**config.mk**
```make
export PLATFORM = sky130hd
export DESIGN_NAME = uart_cmd_sequencer_flat
export DESIGN_NICKNAME = d
export VERILOG_FILES = /design/src/rtl/uart_cmd_sequencer_if.sv /design/src/rtl/uart_cmd_sequencer.sv /design/src/flat_wrapper.sv
export SDC_FILE = /design/constraint.sdc
export NUM_CORES = 1
export LEC_CHECK = 0
export CORE_MARGIN = 2
export CORE_UTILIZATION = 48
export CTS_CLUSTER_SIZE = 28
export DETAILED_ROUTE_END_ITERATION = 7
export PLACE_DENSITY = 0.86
export SKIP_LAST_GASP = 1
export SYNTH_ARGS = -nofsm -noshare
export SYNTH_HDL_FRONTEND = slang
export SYNTH_SLANG_ARGS = --single-unit
export TNS_END_PERCENT = 5
```
**constraint.sdc**
```tcl
create_clock -name clk_i -period 2 [get_ports clk_i]
set_clock_uncertainty 0.05 [all_clocks]
set_input_delay 0.3 -clock clk_i [delete_from_list [all_inputs] [get_ports clk_i]]
set_output_delay 0.3 -clock clk_i [all_outputs]
set_load 0.005 [all_outputs]
```
**src/rtl/uart_cmd_sequencer_if.sv**
```systemverilog
// Handshake bundle between the UART command wrapper / execution datapath and the sequencer.
// master = sequencer side, slave = wrapper + datapath side.
interface uart_cmd_sequencer_if;
   localparam int unsigned CMD_W  = 16;
   localparam int unsigned BYTE_W = 8;
   localparam int unsigned OP_W   = 4;
   localparam int unsigned ARG_W  = 12;

   logic              cmd_rdy;
   logic [CMD_W-1:0]  cmd;
   logic              clr_cmd_rdy;
   logic [BYTE_W-1:0] resp;
   logic              send_resp;
   logic              resp_sent;

   logic              exec_req;
   logic [OP_W-1:0]   exec_op;
   logic [ARG_W-1:0]  exec_arg;
   logic              exec_ack;
   logic              exec_err;
   logic [BYTE_W-1:0] exec_data;

   modport master (
      input  cmd_rdy, cmd, resp_sent, exec_ack, exec_err, exec_data,
      output clr_cmd_rdy, resp, send_resp, exec_req, exec_op, exec_arg
   );

   modport slave (
      output cmd_rdy, cmd, resp_sent, exec_ack, exec_err, exec_data,
      input  clr_cmd_rdy, resp, send_resp, exec_req, exec_op, exec_arg
   );
endinterface

```
**src/rtl/uart_cmd_sequencer.sv**
```systemverilog
// Command sequencer: accepts one 16-bit UART command at a time, dispatches it to the
// execution datapath and returns exactly one response byte per command.
module uart_cmd_sequencer #(
   parameter int unsigned TIMEOUT_CYC = 1000,
   parameter logic [15:0] VALID_OPS   = 16'h00FF,
   parameter logic [15:0] READ_OPS    = 16'h0030,
   parameter logic [7:0]  ACK_BYTE    = 8'hA5,
   parameter logic [7:0]  NAK_BYTE    = 8'hEE
) (
   input  logic                  clk_i,
   input  logic                  rst_i,
   uart_cmd_sequencer_if.master  bus,
   output logic                  busy_o,
   output logic [7:0]            nak_cnt_o
);

   localparam int unsigned TIMER_W = 16;
   localparam int unsigned BYTE_W  = 8;
   localparam int unsigned OP_W    = 4;
   localparam int unsigned ARG_W   = 12;
   localparam logic [TIMER_W-1:0] TIMER_LAST = TIMER_W'(TIMEOUT_CYC - 1);
   localparam logic [BYTE_W-1:0]  NAK_SAT    = 8'hFF;

   typedef enum logic [2:0] {
      S_IDLE,
      S_DECODE,
      S_EXEC,
      S_RESP,
      S_WAIT_TX
   } state_e;

   state_e              state_q;
   logic [TIMER_W-1:0]  timer_q;
   logic [BYTE_W-1:0]   resp_q;
   logic [OP_W-1:0]     op_q;
   logic [ARG_W-1:0]    arg_q;
   logic [BYTE_W-1:0]   nak_cnt_q;

   logic [BYTE_W-1:0]   exec_resp_d;
   logic                timeout_d;

   // Response byte selected on a datapath completion.
   always_comb begin
      exec_resp_d = ACK_BYTE;
      if (bus.exec_err) begin
         exec_resp_d = NAK_BYTE;
      end else if (READ_OPS[op_q]) begin
         exec_resp_d = bus.exec_data;
      end
   end

   assign timeout_d = (timer_q == TIMER_LAST);

   // Sequencer state machine; the timer cannot wrap because EXEC is left at TIMER_LAST.
   always_ff @(posedge clk_i) begin
      if (rst_i) begin
         state_q   <= S_IDLE;
         timer_q   <= '0;
         resp_q    <= '0;
         op_q      <= '0;
         arg_q     <= '0;
         nak_cnt_q <= '0;
      end else begin
         unique case (state_q)
            S_IDLE: begin
               if (bus.cmd_rdy) begin
                  op_q    <= bus.cmd[15:12];
                  arg_q   <= bus.cmd[11:0];
                  state_q <= S_DECODE;
               end
            end
            S_DECODE: begin
               if (!VALID_OPS[op_q]) begin
                  resp_q  <= NAK_BYTE;
                  state_q <= S_RESP;
               end else begin
                  timer_q <= '0;
                  state_q <= S_EXEC;
               end
            end
            S_EXEC: begin
               timer_q <= timer_q + TIMER_W'(1);
               if (bus.exec_ack) begin
                  resp_q  <= exec_resp_d;
                  state_q <= S_RESP;
               end else if (timeout_d) begin
                  resp_q  <= NAK_BYTE;
                  state_q <= S_RESP;
               end
            end
            S_RESP: begin
               if (resp_q == NAK_BYTE && nak_cnt_q != NAK_SAT) begin
                  nak_cnt_q <= nak_cnt_q + BYTE_W'(1);
               end
               state_q <= S_WAIT_TX;
            end
            S_WAIT_TX: begin
               if (bus.resp_sent) begin
                  state_q <= S_IDLE;
               end
            end
            default: begin
               state_q <= S_IDLE;
            end
         endcase
      end
   end

   // Strobes and levels are pure decodes of the state register.
   assign bus.clr_cmd_rdy = (state_q == S_DECODE);
   assign bus.exec_req    = (state_q == S_EXEC);
   assign bus.send_resp   = (state_q == S_RESP);
   assign bus.resp        = resp_q;
   assign bus.exec_op     = op_q;
   assign bus.exec_arg    = arg_q;
   assign busy_o          = (state_q != S_IDLE);
   assign nak_cnt_o       = nak_cnt_q;

endmodule

```
**src/flat_wrapper.sv**
```systemverilog
// flat-port wrapper written by rule: the top's interface ports become plain ports
module uart_cmd_sequencer_flat 
#(
   parameter int unsigned TIMEOUT_CYC = 1000,
   parameter logic [15:0] VALID_OPS   = 16'h00FF,
   parameter logic [15:0] READ_OPS    = 16'h0030,
   parameter logic [7:0]  ACK_BYTE    = 8'hA5,
   parameter logic [7:0]  NAK_BYTE    = 8'hEE
)
  (clk_i, rst_i, busy_o, nak_cnt_o, bus_cmd_rdy, bus_cmd, bus_resp_sent, bus_exec_ack, bus_exec_err, bus_exec_data, bus_clr_cmd_rdy, bus_resp, bus_send_resp, bus_exec_req, bus_exec_op, bus_exec_arg);
  uart_cmd_sequencer_if bus_i ();
  input  logic clk_i;
  input  logic rst_i;
  output logic busy_o;
  output logic [7:0] nak_cnt_o;
  input wire logic [$bits(bus_i.cmd_rdy)-1:0] bus_cmd_rdy;
  input wire logic [$bits(bus_i.cmd)-1:0] bus_cmd;
  input wire logic [$bits(bus_i.resp_sent)-1:0] bus_resp_sent;
  input wire logic [$bits(bus_i.exec_ack)-1:0] bus_exec_ack;
  input wire logic [$bits(bus_i.exec_err)-1:0] bus_exec_err;
  input wire logic [$bits(bus_i.exec_data)-1:0] bus_exec_data;
  output wire logic [$bits(bus_i.clr_cmd_rdy)-1:0] bus_clr_cmd_rdy;
  output wire logic [$bits(bus_i.resp)-1:0] bus_resp;
  output wire logic [$bits(bus_i.send_resp)-1:0] bus_send_resp;
  output wire logic [$bits(bus_i.exec_req)-1:0] bus_exec_req;
  output wire logic [$bits(bus_i.exec_op)-1:0] bus_exec_op;
  output wire logic [$bits(bus_i.exec_arg)-1:0] bus_exec_arg;
  assign bus_i.cmd_rdy = bus_cmd_rdy;
  assign bus_i.cmd = bus_cmd;
  assign bus_i.resp_sent = bus_resp_sent;
  assign bus_i.exec_ack = bus_exec_ack;
  assign bus_i.exec_err = bus_exec_err;
  assign bus_i.exec_data = bus_exec_data;
  assign bus_clr_cmd_rdy = bus_i.clr_cmd_rdy;
  assign bus_resp = bus_i.resp;
  assign bus_send_resp = bus_i.send_resp;
  assign bus_exec_req = bus_i.exec_req;
  assign bus_exec_op = bus_i.exec_op;
  assign bus_exec_arg = bus_i.exec_arg;
  uart_cmd_sequencer #(.TIMEOUT_CYC(TIMEOUT_CYC), .VALID_OPS(VALID_OPS), .READ_OPS(READ_OPS), .ACK_BYTE(ACK_BYTE), .NAK_BYTE(NAK_BYTE)) u_core (.clk_i(clk_i), .rst_i(rst_i), .bus(bus_i), .busy_o(busy_o), .nak_cnt_o(nak_cnt_o));
endmodule
```
Word-level counts from Yosys, hierarchy flattened
Memory sizes are Yosys's and may differ from the RTL's. A register that Yosys moved wholly into a read port is not among the register bits.
Index checks and enable logic that the tools add are counted.
Widths: inputs -> output; s select.
{"block": "word_totals", "regBits": 51, "latchBits": 0, "memories": 2, "romBits": 32, "wordCells": 52, "ram_bits": 0, "output_inout_bits": 36, "in_bits": 30}
{"name": "(name not given)", "depth": 16, "word_bits": 1, "read_ports": 1, "rd_ports_with_merged_regs": 1, "write_ports": 0, "line": "uart_cmd_sequencer.sv:47", "rtl": "end else if (READ_OPS[op_q]) begin"}
{"name": "(name not given)", "depth": 16, "word_bits": 1, "read_ports": 1, "rd_ports_with_merged_regs": 1, "write_ports": 0, "line": "uart_cmd_sequencer.sv:73", "rtl": "if (!VALID_OPS[op_q]) begin"}
{"block": "classes", "muxes": 20, "multipliers": 0, "magnitude_cmp": 1, "bitwise": 0, "reduce_logical": 9, "n_eq_ne": 12, "add_sub_neg": 2, "shifts": 0, "div_mod_pow": 0}
{"cell": "$mux 8", "count": 5}
{"cell": "$pmux 16 s2", "count": 1}
{"cell": "$add 16x1->16 const B", "count": 1}
{"cell": "$eq 16x10->1 const B", "count": 1}
{"cell": "$mux 16", "count": 1}
{"cell": "$mux 4", "count": 4}
{"cell": "$pmux 8 s2", "count": 1}
{"cell": "$pmux 3 s5", "count": 1}
{"cell": "$mux 3", "count": 4}
{"cell": "$add 8x1->8 const B", "count": 1}
{"cell": "$eq 8x8->1 const B", "count": 1}
{"cell": "$ne 8x8->1 const B", "count": 1}
{"cell": "$eq 3x2->1 const B", "count": 2}
{"cell": "$ne 2x2->1 const B", "count": 3}
{"cell": "$reduce_and 2->1", "count": 3}
{"cell": "$reduce_and 3->1", "count": 2}
{"cell": "$lt 4x5->1 const B", "count": 1}
{"cell": "$eq 3x1->1 const B", "count": 1}
{"cell": "$eq 3x3->1 const B", "count": 1}
{"cell": "$logic_not 3->1", "count": 1}
{"cell": "$mux 1", "count": 3}
{"cell": "$ne 3x2->1 const B", "count": 1}
{"cell": "$reduce_bool 3->1", "count": 1}
{"cell": "$ne 2x1->1 const B", "count": 1}
{"cell": "other kinds (2)", "count": 2}

Logic depth before layout (Yosys ltp)
Gate-level depths: netlist (run 1).
{"block": "logic_depth", "word_depth": 6, "ltp_mapped": 6, "mapped_depth_nobuf": 5}

Least setup slack after synthesis (run 1)
No wires, ideal clock.
{"block": "synth_timing", "path_type": "register to register", "start": "register u_core.state_q[2]", "end": "register u_core.nak_cnt_q[5], in the netlist u_core.nak_cnt_o[5]", "path_stages_with_launch": 6, "arrival_ns": 1.652, "required_time_ns": 1.829, "period_less_slack_ns": 1.823, "path_buffers": 1, "slack_ns": 0.177, "setup_time_ns": 0.121, "cell_sequence": "dfxtp_1 > nand3b_1 > or3_1 > buf_2 > nor4_1 > mux2_2"}
{"block": "synth_via", "elab_chain_cells": 2}
{"element": "start: declaration", "line": "uart_cmd_sequencer.sv:32", "rtl": "state_e state_q;"}
{"element": "start signal: assignment", "line": "uart_cmd_sequencer.sv:57", "rtl": "state_q <= S_IDLE;"}
{"element": "start signal: assignment", "line": "uart_cmd_sequencer.sv:69", "rtl": "state_q <= S_DECODE;"}
{"element": "start signal: assignment", "line": "uart_cmd_sequencer.sv:75", "rtl": "state_q <= S_RESP;"}
{"element": "$eq 3x2->1", "line": "uart_cmd_sequencer.sv:64", "rtl": "unique case (state_q)"}
{"element": "$reduce_and 2->1 (no source line)"}
{"element": "end signal: assignment", "line": "uart_cmd_sequencer.sv:93", "rtl": "nak_cnt_q <= nak_cnt_q + BYTE_W'(1);"}
{"element": "end: declaration", "line": "uart_cmd_sequencer.sv:37", "rtl": "logic [BYTE_W-1:0] nak_cnt_q;"}
No other way between the ends.
A chain may end at the register's enable or synchronous reset.

Worst setup path after layout (run 1)
{"block": "layout_timing", "start": "register u_core.state_q[1]", "end": "register u_core.nak_cnt_q[7], in the netlist u_core.nak_cnt_o[7]"}
The elaborated chain is that of the path after synthesis.

==> metrics, run 1 <==
post-synthesis cell type with the largest combined area sky130_fd_sc_hd__dfxtp_1; max-slew violation count 0; endpoint required time on the critical path 2.15 ns; final RePlAce weighted congestion 0.780; Setup Buffers After CTS 0; period utilisation layout about 99%; post-synthesis sequential element count 53; number of enable-type register cells in the synthesized netlist 0; minimum clock period 1.98 ns; die height 75.7 um; largest net degree at the start of global routing 28; capturing element type of the critical path flip-flop; sequential-to-total area share from yosys stat 43.0%; Final Hold Violating Endpoints 0; clock tree from TritonCTS done; DR vias/cell approximately 5.5; FP Rows 26; Detailed Route Iter0 Violations 101; area grow syn2layout 36.1%; fraction of registers with async set/reset 0%; number of unique standard cell types used by synthesis between 40 and 50; DR vias 2390; Core Area 5040 um^2; width of the die 75.7 um; buffers from clock root to sink, at most 2; status finished clean; post-route design area ~3400 um^2; mean instance size in the synthesized netlist 8.36 um^2; number of nets produced by synthesis around 330; number of standard cells in the final layout excluding fillers 435; Final setup viols 0; Residual DRC 0; portion of synthesized cell area occupied by the leading cell type 43.0%; Crit Path Class reg2reg; buffer cell driving the clock tree root sky130_fd_sc_hd__clkbuf_8; number of global-route vias before repair 2316; worst-case headroom to the max-slew limit 69.5%; most frequent standard cell in the layout excluding fill and tap cells sky130_fd_sc_hd__clkdlybuf4s50_1; post-layout worst setup margin 0.0166 ns; final global-route overflow total 0; hold bufs inserted after CTS 0; 1st-pass router iterations 4; H-tree level count 2; clock latency of the later-clocked register in the worst-skew pair between 0.3 and 0.4 ns; main area contributors after synthesis sky130_fd_sc_hd__dfxtp_1 (43%), sky130_fd_sc_hd__a21oi_1 (6.7%), sky130_fd_sc_hd__nand2_1 (6.7%); type of the most critical hold path in2reg; leakage power summed over all cells approximately 1.2 nW; initial antenna violation count 0; Worst VDD drop approximately 0.40 mV; total half-perimeter wirelength after legalization and detailed placement 4.39 mm; maximum achievable frequency 0.504 GHz; Clock Sinks 53; number of input and output port buffers inserted 65; Most used DFF post-synth sky130_fd_sc_hd__dfxtp_1; summed instance area of the synthesized netlist 2470 um^2; warning count from the yosys run 0; average wire per standard cell 13.6 um; clock transition at the registers of the reported paths 0.10 ns; antenna fix cells 0; number of cells in the design after placement 427; final total negative setup slack 0 ns; footprint of the multi-input gates approximately 1300 um^2; area of all sequential standard cells 1060 um^2; effective utilization at floorplan roughly half; RSZ-0062 raised after global routing true; Maximum Capacitance Violations 0; number of nets in the finished design 396; Worst EP arrival ~2.1 ns; share of cells above drive strength 1 10.7%; Post-Place Worst Slack 0.0301 ns; top fanout value on the critical path 12; total CTS buffers 5; transition time of the tightest slew-check pin 0.456 ns; number of inserted filler cells in the final layout 423; number of placed I/O pins 66; instance count of the mapped netlist 295; global-route usage over all layers 22.2%; total wirelength of the detailed-routed design about 5.9 mm; total power consumption of the routed design 0.00231 W; type of origin of the critical path flip-flop; die area 5730 um^2; ratio of total power to cell area 688 nW/um^2; standard cell area after detailed placement 3220 um^2; wire length of the first global-routing pass slightly below 10 mm; ANT nets after route 0; most used cells in the layout excluding fill and tap cells sky130_fd_sc_hd__clkdlybuf4s50_1 (63), sky130_fd_sc_hd__dfxtp_1 (53), sky130_fd_sc_hd__nand2_1 (44)
## metal layers
layer	track usage, %	part of all wire (%)	vias up
met5	0	0	-
met3	4.50	5.4	7
li1	-	-	1203
met1	25.1	44	1112
met2	41.2	50	68
met4	7.60	1.2	0
## through the flow
| step | utilization [%] | hold WS (ns) |
|---|---|---|
| floorplan | - | 0.386 |
| global placement | 63.8 | 0.398 |
| detailed placement | 63.8 | 0.402 |
| CTS | 66.2 | 0.247 |
| global route | 66.6 | 0.278 |
| finish | 66.6 | 0.250 |
## cell families after synthesis
family                     count (synthesis)  share of synthesized area (%)
DFF                                       53                           43.0
muxes                                      7                           2.99
AOI/OAI and AO/OA                         73                           18.1
and+or+nand+nor                          130                           29.5
buffers and inverters                     30                           5.33
adders and majority gates                  2                           1.01
## layout make-up
cell class	instances	share of cell area, %
well taps	70	2.61
clock inverters	2	1.12
multi-input cells	212	38.5
flip-flops and latches	53	31.6
repair buffers	78	22.1
clock buffers	6	2.46
inverters	14	1.64
## cells in the mapped netlist (all sizes together), types with 3 or more instances
master  number
or2          4
mux2         3
nand3        9
a31oi        3
nor4         5
inv         14
nand2       44
mux2i        4
or3          7
nor2b        4
nand3b       4
o21ai       10
a211oi      11
and3         3
clkbuf      10
dfxtp       53
buf          6
nor3         7
o211ai       3
nor3b        3
a21oi       33
nand4        6
nor2        17
## registers in the layout, indices dropped and copies added, names as in the netlist, named ones only
signal,cells
u_core.bus.exec_arg,12
u_core.bus.exec_op,4
u_core.bus.resp,8
u_core.nak_cnt_o,8
u_core.state_q,3
u_core.timer_q,16
## path summary, 6_finish.rpt
| path | start | to | slack [ns] | depth (start not counted) |
|---|---|---|---|---|
| hold / removal | rst_i | u_core.state_q[1] | 0.25 | 2 |
| setup / recovery | u_core.state_q[1] | u_core.nak_cnt_o[7] | 0.02 | 4 |
| hold reg to reg | u_core.bus.exec_arg[1] | u_core.bus.exec_arg[1] | 0.41 | 2 |
| setup reg to reg | u_core.state_q[1] | u_core.nak_cnt_o[7] | 0.02 | 4 |
## timing repair
item                                    in CTS  in global routing
endpoints found under the setup margin       1                  3
gates resized for setup                      2                  3
pin swaps                                    0                  0
## where the power goes
| part | internal [W] | leakage (nW) | total (W) | switching (W) |
|---|---|---|---|---|
| clock | 0.000407 | 0.0574 | 0.000759 | 0.000352 |
| sequential | 0.00111 | 0.431 | 0.00115 | 0.0000420 |
| combinational | 0.000224 | 0.727 | 0.000402 | 0.000179 |
## worst max-delay path: stages, from the launching register on
cell and delay (ns):
sky130_fd_sc_hd__dfxtp_1 0.44, sky130_fd_sc_hd__nand3b_1 0.12, sky130_fd_sc_hd__or3_1 0.55, sky130_fd_sc_hd__nor4_2 0.35, sky130_fd_sc_hd__mux2_2 0.36
(Power assumes the default switching activity.)
==> run 2: changes to the inputs <==
- ABC_CLOCK_PERIOD_IN_PS: not set -> 2000
- RECOVER_POWER: not set -> 25
==> run 2 against run 1 <==
Against the previous run: sequential share of layout area barely moved; worst setup slack better by 0.012 ns; global-route usage unchanged; combinational power shrank 3%; critical path type unchanged; largest cell class unchanged; cell count unchanged.
==> metrics, run 2 (synthesis results as in run 1) <==
hold bufs inserted after CTS 0; Clock Sinks 53; Core Area 5040 um^2; number of global-route vias before repair 2316; leakage power summed over all cells about 1.3 nW; clock transition at the registers of the reported paths approximately 0.1 ns; final total negative setup slack 0 ns; Maximum Capacitance Violations 0; initial antenna violation count 0; top fanout value on the critical path 12; type of origin of the critical path flip-flop; FP Rows 26; RSZ-0062 raised after global routing true; Final Hold Violating Endpoints 0; DR vias approximately 2400; fin util 66.5%; final RePlAce weighted congestion roughly 0.78; top register by number of flip-flops u_core.timer_q; worst min-delay path startpoint rst_i; effective utilization at floorplan 48.9%; highest cell delay on the worst timing path 0.55 ns; ANT nets after route 0; die area 5730 um^2; area grow syn2layout 36.0%; Crit Path Class reg2reg; wire length of the first global-routing pass 9.88 mm; total CTS buffers 5; endpoint required time on the critical path 2.15 ns; Setup Buffers After CTS 0; Final setup viols 0; global-route usage over all layers 22.2%; buffers from clock root to sink, at most 2; most frequent standard cell in the layout excluding fill and tap cells sky130_fd_sc_hd__dfxtp_1; number of placed I/O pins between 60 and 70; number of input and output port buffers inserted 65; type of the most critical hold path in2reg; total wirelength of the detailed-routed design 5.88 mm; Post-Place Worst Slack 0.0301 ns; Worst EP arrival 2.12 ns; flip-flop count of the largest register after layout 16; post-CTS resize count 2; share of cells above drive strength 1 10.4%; H-tree level count 2; total half-perimeter wirelength after legalization and detailed placement 4.39 mm; total power consumption of the routed design 0.00229 W; DR vias/cell between 5 and 6; Residual DRC 0; master of the slowest instance on the critical path sky130_fd_sc_hd__or3_1; average wire per standard cell 13.5 um; crit path buf inv count 0; Worst VDD drop between 0.3 and 0.4 mV; CP Cell Sequence nand3b_1 -> or3_1 -> nor4_2 -> mux2_2; period utilisation layout 98.6%; buffer cell driving the clock tree root sky130_fd_sc_hd__clkbuf_8; minimum clock period 1.97 ns; ratio of total power to cell area 683 nW/um^2; clock latency of the later-clocked register in the worst-skew pair 0.31 ns; 1st-pass router iterations 6; clock tree from TritonCTS done; worst r2r src u_core.state_q[1]; transition time of the tightest slew-check pin 0.456 ns; worst-case headroom to the max-slew limit between 60 and 70%; Critical Path Start u_core.state_q[1]; cell family contributing the most delay on the critical path simple AND/OR/NAND/NOR gates; width of the die 75.7 um; capturing element type of the critical path flip-flop; post-layout worst setup margin 0.0285 ns; most used cells in the layout excluding fill and tap cells sky130_fd_sc_hd__dfxtp_1 (53), sky130_fd_sc_hd__clkdlybuf4s50_1 (45), sky130_fd_sc_hd__nand2_1 (44); Detailed Route Iter0 Violations 120; tightest hold margin about 0.26 ns; antenna fix cells 0; number of nets in the finished design 396; largest net degree at the start of global routing 28; die height 75.7 um; final global-route overflow total 0; status finished clean; max-slew violation count 0; maximum achievable frequency 0.507 GHz
run 2: cell types whose count changed in the layout (fill, tap and decap cells not counted):
cell and change:
sky130_fd_sc_hd__clkbuf_1 +1, sky130_fd_sc_hd__buf_4 -1, sky130_fd_sc_hd__clkdlybuf4s50_1 -18, sky130_fd_sc_hd__dlygate4sd3_1 +18
run 2: routing by layer:
layer | part of all wire (%) | wire length (um) | vias to the layer above | global-route usage [%]
li1 | - | - | 1201 | -
met1 | 44 | 2610 | 1112 | 25.1
met2 | 49 | 2900 | 68 | 41.2
met3 | 5.1 | 297 | 10 | 4.50
met4 | 1.4 | 80 | 0 | 7.60
met5 | 0 | 0 | - | 0
run 2: power by group:
part | leakage [nW] | internal [W] | switching [W]
Combinational | 0.774 | 0.000211 | 0.000179
Clock | 0.0574 | 0.000407 | 0.000347
Sequential | 0.431 | 0.00111 | 0.0000403
run 2: metrics by stage:
stage / cell area [um^2] / std cells
after floorplan: 2470 / 295
after global placement: 3220 / 427
after detailed placement: 3220 / 427
after CTS: 3340 / 435
after global routing: 3350 / 435
final: 3350 / 435
run 2: final timing paths:
kind                                  to  slack (ns)  cells after the start
setup / recovery     u_core.nak_cnt_o[7]        0.03                      4
hold / removal         u_core.state_q[1]        0.26                      2
setup reg to reg     u_core.nak_cnt_o[7]        0.03                      4
hold reg to reg   u_core.bus.exec_arg[1]        0.41                      2
run 2: cell type report:
type,count,area [um^2]
Timing Repair Buffer,78,738
Clock inverter,2,37.5
Multi-Input combinational cell,212,1290
Sequential cell,53,1060
Inverter,14,55.1
Clock buffer,6,82.6
Fill cell,423,1690
Tap cell,70,87.6
run 2: worst register-to-register path, delay by kind of cell, from the launching register on:
family        cells  cell delay [ns]
flops             1             0.44
mux               1             0.36
simple gates      3             1.02
